**src/rtl/alu_exec_stage.sv**
```systemverilog
// alu_exec_stage: EX stage behind the ALU-control decoder. Single-cycle ALU ops
// land in a one-entry output register; variable left shifts (shamt >= 2) walk
// through a 1-bit/cycle serial shifter before writing the same register.
module alu_exec_stage #(
  parameter int WIDTH = 32,
  parameter int SHW   = 5
) (
  input  logic             clk,
  input  logic             rst_n,
  input  logic             flush,
  input  logic             in_valid,
  output logic             in_ready,
  input  logic [3:0]       alucnt,
  input  logic [WIDTH-1:0] a,
  input  logic [WIDTH-1:0] b,
  output logic             out_valid,
  input  logic             out_ready,
  output logic [WIDTH-1:0] result,
  output logic             zero,
  output logic             ovf,
  output logic             illegal
);

  localparam logic [3:0] OP_ADD = 4'b0000;
  localparam logic [3:0] OP_SUB = 4'b0001;
  localparam logic [3:0] OP_SLL = 4'b0010;
  localparam logic [3:0] OP_XOR = 4'b0011;
  localparam logic [3:0] OP_NOR = 4'b0100;
  localparam logic [3:0] OP_AND = 4'b0101;
  localparam logic [3:0] OP_OR  = 4'b0110;
  localparam logic [3:0] OP_SLT = 4'b0111;

  typedef enum logic [0:0] {
    IDLE  = 1'b0,
    SHIFT = 1'b1
  } state_t;

  state_t           state_q, state_d;
  logic [WIDTH-1:0] acc_q, acc_d;
  logic [SHW-1:0]   cnt_q, cnt_d;
  logic             out_valid_q, out_valid_d;
  logic [WIDTH-1:0] result_q, result_d;
  logic             zero_q, zero_d;
  logic             ovf_q, ovf_d;
  logic             illegal_q, illegal_d;

  logic [SHW-1:0]   shamt;
  logic [WIDTH-1:0] sum;
  logic [WIDTH-1:0] diff;
  logic [WIDTH-1:0] acc_shl;
  logic             slot_free;
  logic             accept;
  logic             long_shift;
  logic [WIDTH-1:0] op_res;
  logic             op_ovf;
  logic             op_illegal;

  assign shamt      = b[SHW-1:0];
  assign sum        = a + b;
  assign diff       = a - b;
  assign acc_shl    = {acc_q[WIDTH-2:0], 1'b0};
  // The output slot can take a new entry if it is empty or being drained now.
  assign slot_free  = !out_valid_q || out_ready;
  assign in_ready   = (state_q == IDLE) && slot_free && !flush;
  assign accept     = in_valid && in_ready;
  // Shifts of 0 or 1 finish in one cycle; anything longer uses the serial shifter.
  assign long_shift = (alucnt == OP_SLL) && (shamt > SHW'(1));

  // Single-cycle ALU result and flags for the op currently on the inputs.
  always_comb begin
    op_res     = '0;
    op_ovf     = 1'b0;
    op_illegal = 1'b0;
    case (alucnt)
      OP_ADD: begin
        op_res = sum;
        op_ovf = (a[WIDTH-1] == b[WIDTH-1]) && (sum[WIDTH-1] != a[WIDTH-1]);
      end
      OP_SUB: begin
        op_res = diff;
        op_ovf = (a[WIDTH-1] != b[WIDTH-1]) && (diff[WIDTH-1] != a[WIDTH-1]);
      end
      // Only meaningful for shamt 0/1; longer shifts take the serial path.
      OP_SLL:  op_res = (shamt == '0) ? a : {a[WIDTH-2:0], 1'b0};
      OP_XOR:  op_res = a ^ b;
      OP_NOR:  op_res = ~(a | b);
      OP_AND:  op_res = a & b;
      OP_OR:   op_res = a | b;
      OP_SLT:  op_res = {{(WIDTH-1){1'b0}}, ($signed(a) < $signed(b))};
      default: op_illegal = 1'b1;
    endcase
  end

  // Next-state for the FSM, serial shifter and output register; flush wins.
  always_comb begin
    state_d     = state_q;
    acc_d       = acc_q;
    cnt_d       = cnt_q;
    out_valid_d = out_valid_q;
    result_d    = result_q;
    zero_d      = zero_q;
    ovf_d       = ovf_q;
    illegal_d   = illegal_q;
    if (flush) begin
      // Drop the in-flight shift and the output entry; keep the data fields.
      state_d     = IDLE;
      cnt_d       = '0;
      out_valid_d = 1'b0;
    end else begin
      if (out_valid_q && out_ready) begin
        out_valid_d = 1'b0;
      end
      case (state_q)
        IDLE: begin
          if (accept) begin
            if (long_shift) begin
              acc_d   = {a[WIDTH-2:0], 1'b0};
              cnt_d   = shamt - SHW'(1);
              state_d = SHIFT;
            end else begin
              out_valid_d = 1'b1;
              result_d    = op_res;
              zero_d      = (op_res == '0);
              ovf_d       = op_ovf;
              illegal_d   = op_illegal;
            end
          end
        end
        SHIFT: begin
          if (cnt_q > SHW'(1)) begin
            acc_d = acc_shl;
            cnt_d = cnt_q - SHW'(1);
          end else if (slot_free) begin
            // Final bit shifts straight into the output register.
            out_valid_d = 1'b1;
            result_d    = acc_shl;
            zero_d      = (acc_shl == '0);
            ovf_d       = 1'b0;
            illegal_d   = 1'b0;
            cnt_d       = '0;
            state_d     = IDLE;
          end
          // else: output slot still occupied, hold acc/cnt until it frees up.
        end
        default: state_d = IDLE;
      endcase
    end
  end

  // State, shifter and output registers with asynchronous active-low reset.
  always_ff @(posedge clk or negedge rst_n) begin
    if (!rst_n) begin
      state_q     <= IDLE;
      acc_q       <= '0;
      cnt_q       <= '0;
      out_valid_q <= 1'b0;
      result_q    <= '0;
      zero_q      <= 1'b0;
      ovf_q       <= 1'b0;
      illegal_q   <= 1'b0;
    end else begin
      state_q     <= state_d;
      acc_q       <= acc_d;
      cnt_q       <= cnt_d;
      out_valid_q <= out_valid_d;
      result_q    <= result_d;
      zero_q      <= zero_d;
      ovf_q       <= ovf_d;
      illegal_q   <= illegal_d;
    end
  end

  assign out_valid = out_valid_q;
  assign result    = result_q;
  assign zero      = zero_q;
  assign ovf       = ovf_q;
  assign illegal   = illegal_q;

endmodule

```
**config.mk**
```make
export PLATFORM = sky130hd
export DESIGN_NAME = alu_exec_stage
export DESIGN_NICKNAME = d
export VERILOG_FILES = /design/src/rtl/alu_exec_stage.sv
export SDC_FILE = /design/constraint.sdc
export NUM_CORES = 1
export LEC_CHECK = 0
export ABC_AREA = 0
export ABC_CLOCK_PERIOD_IN_PS = 4270
export CAP_MARGIN = 15
export CORE_MARGIN = 2
export CORE_UTILIZATION = 60
export CTS_CLUSTER_SIZE = 8
export DETAILED_ROUTE_END_ITERATION = 12
export HOLD_SLACK_MARGIN = 0.12
export PLACE_DENSITY = 0.89
export SETUP_SLACK_MARGIN = 0.5
export SLEW_MARGIN = 20
export SYNTH_ARGS = -nofsm -noshare
export SYNTH_HDL_FRONTEND = slang
export SYNTH_SLANG_ARGS = --single-unit
```
**constraint.sdc**
```tcl
create_clock -name clk -period 4.27 [get_ports clk]
set_clock_uncertainty 0.05 [all_clocks]
set_input_delay 0.854 -clock clk [delete_from_list [all_inputs] [get_ports clk]]
set_output_delay 0.854 -clock clk [all_outputs]
set_load 0.01 [all_outputs]
```
==> impl_metrics.yaml, run 1 <==
clocking:
  clock_tree.root_cell: "sky130_fd_sc_hd__clkbuf_16"
  cts_htree_levels: 3
  number_of_clock_buffers_inserted_by_tritoncts: 9
  cts.sink_count: 72
  post_cts_hold_buffer_count: 0
  cts_buffer_depth: 2
synth:
  yosys.area.top_type: "sky130_fd_sc_hd__dfrtp_1"
  synth_fp_nets: 1585
  yosysUniqueCellTypes: 98
  ys.warnings.count: 0
  synth_cells: 1392
  post-synth-top-area-fraction_pct: 17.6
  synth_seq_cells: 72
  syn_area_per_cell_um2: 7.34
  synth.most_common_cell: "sky130_fd_sc_hd__nand2_1"
  netlist_top_cells_count: "sky130_fd_sc_hd__nand2_1, sky130_fd_sc_hd__o21ai_0, sky130_fd_sc_hd__ha_1"
  asyncSetResetFlopFracSynth_pct: 100
  synth-seq-area-share_pct: 17.6
  synth_enable_flop_cells: 0
  syn-cell-area_um2: 10200
  ys.flop_type: "sky130_fd_sc_hd__dfrtp_1"
  synth.top_cells.by_area: "sky130_fd_sc_hd__dfrtp_1, sky130_fd_sc_hd__ha_1, sky130_fd_sc_hd__o21ai_0"
grt:
  grt.overflow.total: 11
  grtUsageTotal_pct: 68.4
  grt_start_max_net_pins: 65
timing:
  repair-timing-grt-worst-ep: "zero$_DFFE_PN0P_/D"
  timing.worst_endpoint.kind: "sequential cell input"
run_status:
  tool.error: "[ERROR GRT-0232] Routing congestion too high. Check the congestion heatmap in the GUI."
  outcome: "aborted with a tool error"
  last-stage-reached: "global routing (5_1_grt)"
die:
  die_width_um: 134
  initial_core_util_pct: 61.6
  io_pins: 110
  die_h_um: 134
  rows: 47
placed_design:
  finalWeightedCongestion: 1.05
  dpl-instance-area_um2: 13500
  hpwlAfterDp_mm: 34.3
  port_buffers: 109
-- metal layers --
metal  GRT overflow  track usage [%]
met5              0             13.6
met4              7             65.8
met3              0             46.4
met2              4             88.4
met1              0             71.2
-- per-stage QoR --
stage	hold slack [ps]	setup slack, ps	cells	utilization (%)
3_3_place_gp	410	-320	1928	81.1
4_1_cts	436	499	1967	88.6
3_5_place_dp	419	-306	1928	81.1
2_1_floorplan	415	511	1392	-
-- logic make-up after synthesis --
logic type               count (synthesis)  share of synthesized area [%]
AO/OA/AOI/OAI                          477                           30.1
AND/OR/NAND/NOR                        447                           21.1
buffers and inverters                  188                           7.37
multiplexers                            78                           8.12
XOR/XNOR                                10                          0.858
adder cells (fa/ha/maj)                120                           14.8
flip-flops                              72                           17.6
-- repair_timing --
action / 4_1_cts
buffers inserted: 23
endpoints found under the setup margin: 23
endpoints found under the hold margin: 0
pin swaps: 69
gates resized for setup: 255
==> inputs of run 2 (changes only) <==
--- a/config.mk
+++ b/config.mk
@@ -9,12 +9,9 @@
 export ABC_CLOCK_PERIOD_IN_PS = 4270
 export CAP_MARGIN = 15
 export CORE_MARGIN = 2
-export CORE_UTILIZATION = 60
-export CTS_CLUSTER_SIZE = 8
+export CORE_UTILIZATION = 40
 export DETAILED_ROUTE_END_ITERATION = 12
-export HOLD_SLACK_MARGIN = 0.12
-export PLACE_DENSITY = 0.89
-export SETUP_SLACK_MARGIN = 0.5
+export PLACE_DENSITY_LB_ADDON = 0.15
 export SLEW_MARGIN = 20
 export SYNTH_ARGS = -nofsm -noshare
 export SYNTH_HDL_FRONTEND = slang
==> run 2 against run 1 <==
Effect of this change: the run now ends clean; synthesized cell count did not move; synthesized area did not move.
==> impl_metrics.yaml, run 2 <==
run_status:
  outcome: "finished, final reports clean"
worst_hold_path:
  hold_path.startpoint: "result[19]"
  timing.hold.worst_endpoint: "result[19]"
  hold_path_depth: 2
  worstHoldPathType: "register to register"
pwr:
  power_leakage_nw: 6.59
  p_sw_share_pct: 37.6
  power_density_over_the_cells_nw_per_um2: 244
  pwr-share-comb_pct: 49.5
  internal-power_mw: 2.18
  seqPwrFrac_pct: 27.5
  clock_share_of_power_pct: 23.0
  ir_drop_v: 0.000322
  power_dissipated_by_switching_net_loads_mw: 1.32
  fin_total_pwr_mw: 3.50
finish:
  multi_input_comb_area_um2: 7970
  flip_flop_count_of_the_largest_register_all_copies_and_words_added: 32
  fillCellCount: 2446
  layout.cells.most_common_list: "sky130_fd_sc_hd__buf_4, sky130_fd_sc_hd__nand2_1, sky130_fd_sc_hd__o21ai_0"
  layout.area.seq_um2: 1800
  drive_above_1_share_pct: 24.5
  synthToLayoutAreaGrowth_pct: 40.3
  num_antenna_cells: 0
  post_layout_nonfiller_instances: 2068
  finish.net_count: 1926
  mostFrequentLayoutCell: "sky130_fd_sc_hd__buf_4"
synth:
  synth_cells: 1392
  ys.flop_type: "sky130_fd_sc_hd__dfrtp_1"
  synth_seq_cells: 72
  synth_enable_flop_cells: 0
  syn_area_per_cell_um2: 7.34
  synth-seq-area-share_pct: 17.6
  synth_fp_nets: 1585
  synth.most_common_cell: "sky130_fd_sc_hd__nand2_1"
  yosysUniqueCellTypes: 98
  syn-cell-area_um2: 10200
  asyncSetResetFlopFracSynth_pct: 100
  synth.top_cells.by_area: "sky130_fd_sc_hd__dfrtp_1, sky130_fd_sc_hd__ha_1, sky130_fd_sc_hd__o21ai_0"
  post-synth-top-area-fraction_pct: 17.6
  netlist_top_cells_count: "sky130_fd_sc_hd__nand2_1, sky130_fd_sc_hd__o21ai_0, sky130_fd_sc_hd__ha_1"
  yosys.area.top_type: "sky130_fd_sc_hd__dfrtp_1"
  ys.warnings.count: 0
routing:
  drt_pass1_iterations: 6
  drt_drc_violations_left: 0
  drt-initial-drc-count: 1101
  drt_wl_total_mm: 42.0
  vias_per_cell: 5.73
  count_of_nets_left_with_antenna_violations_after_detail_routing: 0
  detail_route.wl_per_cell_um: 20.3
  vias: 11856
timing:
  worst_pin_slew_ps: 911
  report.final.setup_viol: 0
  maxClockFrequency_ghz: 0.242
  period_minus_slack_ps: 4120
  max_transition_margin_pct: 39.3
  worst_slack_ps: 145
  fin_hold_ws_ps: 425
  max_slew_violation_total_from_the_final_report: 0
  final.period_utilization_pct: 96.6
  timing.final.hold_violations: 0
clocking:
  clk-insertion-delay-late_ps: 330
  tritoncts: "yes"
  cts_buffer_depth: 2
  clock_tree.root_cell: "sky130_fd_sc_hd__clkbuf_16"
  cts.sink_count: 72
  post_cts_hold_buffer_count: 0
  cts_htree_levels: 3
  clk_pin_slew_worst_paths_ps: 60
  number_of_clock_buffers_inserted_by_tritoncts: 9
placed_design:
  total_instance_count_after_detailed_placement: 2050
  dp_worst_setup_slack_ps: -501
  finalWeightedCongestion: 1.03
  port_buffers: 109
  hpwlAfterDp_mm: 34.3
worst_setup_path:
  worst_reg_to_reg_path_cell_count: 12
  worst-path-max-fanout: 3
  worst_r2r_setup_slack_ps: 1430
  critical_path.endpoint_type: "register"
  rr_endpoint: "zero"
  timing_worst_setup_path_type: "input port to register"
  data_arrival_time_of_the_critical_path_ps: 4290
  startpoint_type: "input port"
  worst_ep_required_time_ps: 4440
  r2r-start: "cnt_q[1]"
grt:
  grt.overflow.total: 0
  wire_length_of_the_first_global_routing_pass_mm: 64.0
  grt_pass1_vias: 11248
  antenna_violations_before_repair: 0
  grt_start_max_net_pins: 73
  grtUsageTotal_pct: 30.9
die:
  initial_core_util_pct: 40.7
  rows: 58
  io_pins: 110
  design.core.area_um2: 25100
  die_width_um: 164
  design.die.area_um2: 26800
  die_h_um: 164
flow_run:
  timing.max_cap.violations: 0
==> run 2: area by class of cell <==
| class | count | share of cell area, % |
|---|---|---|
| clock buffers | 13 | 1.75 |
| clock inverters | 3 | 0.454 |
| inverters | 102 | 2.67 |
| multi-input cells | 1132 | 55.6 |
| flip-flops and latches | 72 | 12.6 |
| well taps | 330 | 2.88 |
| repair buffers | 416 | 24.0 |
==> run 2: what timing repair did <==
action                     CTS  global route
setup buffers                1             1
pin swaps                    5            21
gates resized for setup      6            69
setup endpoints to repair    2            10
==> run 2: worst max-delay path: stages <==
cell	delay, ps
sky130_fd_sc_hd__clkdlybuf4s50_1	550
sky130_fd_sc_hd__buf_4	210
sky130_fd_sc_hd__ha_1	200
sky130_fd_sc_hd__nor2b_1	150
sky130_fd_sc_hd__nor2_1	180
sky130_fd_sc_hd__o31ai_1	200
sky130_fd_sc_hd__nor4_1	440
sky130_fd_sc_hd__a21boi_1	170
sky130_fd_sc_hd__buf_4	160
sky130_fd_sc_hd__or3_1	300
sky130_fd_sc_hd__a31oi_1	360
sky130_fd_sc_hd__nor4_1	90
sky130_fd_sc_hd__and4b_1	230
sky130_fd_sc_hd__nand4_1	120
sky130_fd_sc_hd__o21ai_2	70
==> run 2: how the worst max path moves through the flow <==
stage          depth (start not counted)  endpoint  startpoint  slack [ps]
2_1_floorplan                         14      zero        a[0]         490
3_3_place_gp                          15      zero        b[0]        -400
3_5_place_dp                          16      zero        a[0]        -500
4_1_cts                               15      zero        b[0]          10
5_1_grt                               16      zero        a[3]          -3
6_report                              15      zero       a[21]         150
==> run 2: kinds of logic (layout without fill, tap and decap cells) <==
group                    count (synthesis)  count (layout)  synth area share [%]
multiplexers                            78              78                  8.12
XOR/XNOR                                10              10                 0.858
AO/OA/AOI/OAI                          477             477                  30.1
buffers and inverters                  188             534                  7.37
AND/OR/NAND/NOR                        447             447                  21.1
adder cells (fa/ha/maj)                120             120                  14.8
flip-flops                              72              72                  17.6
==> run 2: stage by stage <==
step	setup TNS, ps	util, %	area, um^2
floorplan	0	-	10200
global placement	-2770	54.5	13700
detailed placement	-3430	54.5	13700
CTS	0	55.9	14000
global route	-3.15	57.1	14300
finish	0	57.1	14300
==> run 2: layer usage <==
metal | vias up | global-route usage [%] | routed length, um
met5 | - | 0 | 0
met4 | 0 | 9.29 | 1180
li1 | 5726 | - | -
met3 | 65 | 5.78 | 3450
met1 | 5615 | 43.3 | 19100
met2 | 450 | 48.2 | 18200
==> run 2: power groups by stage <==
stage / combinational, mW / clock (mW) / sequential, mW
2_1_floorplan: 0.801 / 0 / 0.960
5_1_grt: 1.88 / 0.846 / 0.981
3_3_place_gp: 1.63 / 0 / 0.967
6_report: 1.73 / 0.804 / 0.960
4_1_cts: 1.66 / 0.819 / 0.960
3_5_place_dp: 1.65 / 0 / 0.970
(Power assumes the default switching activity.)
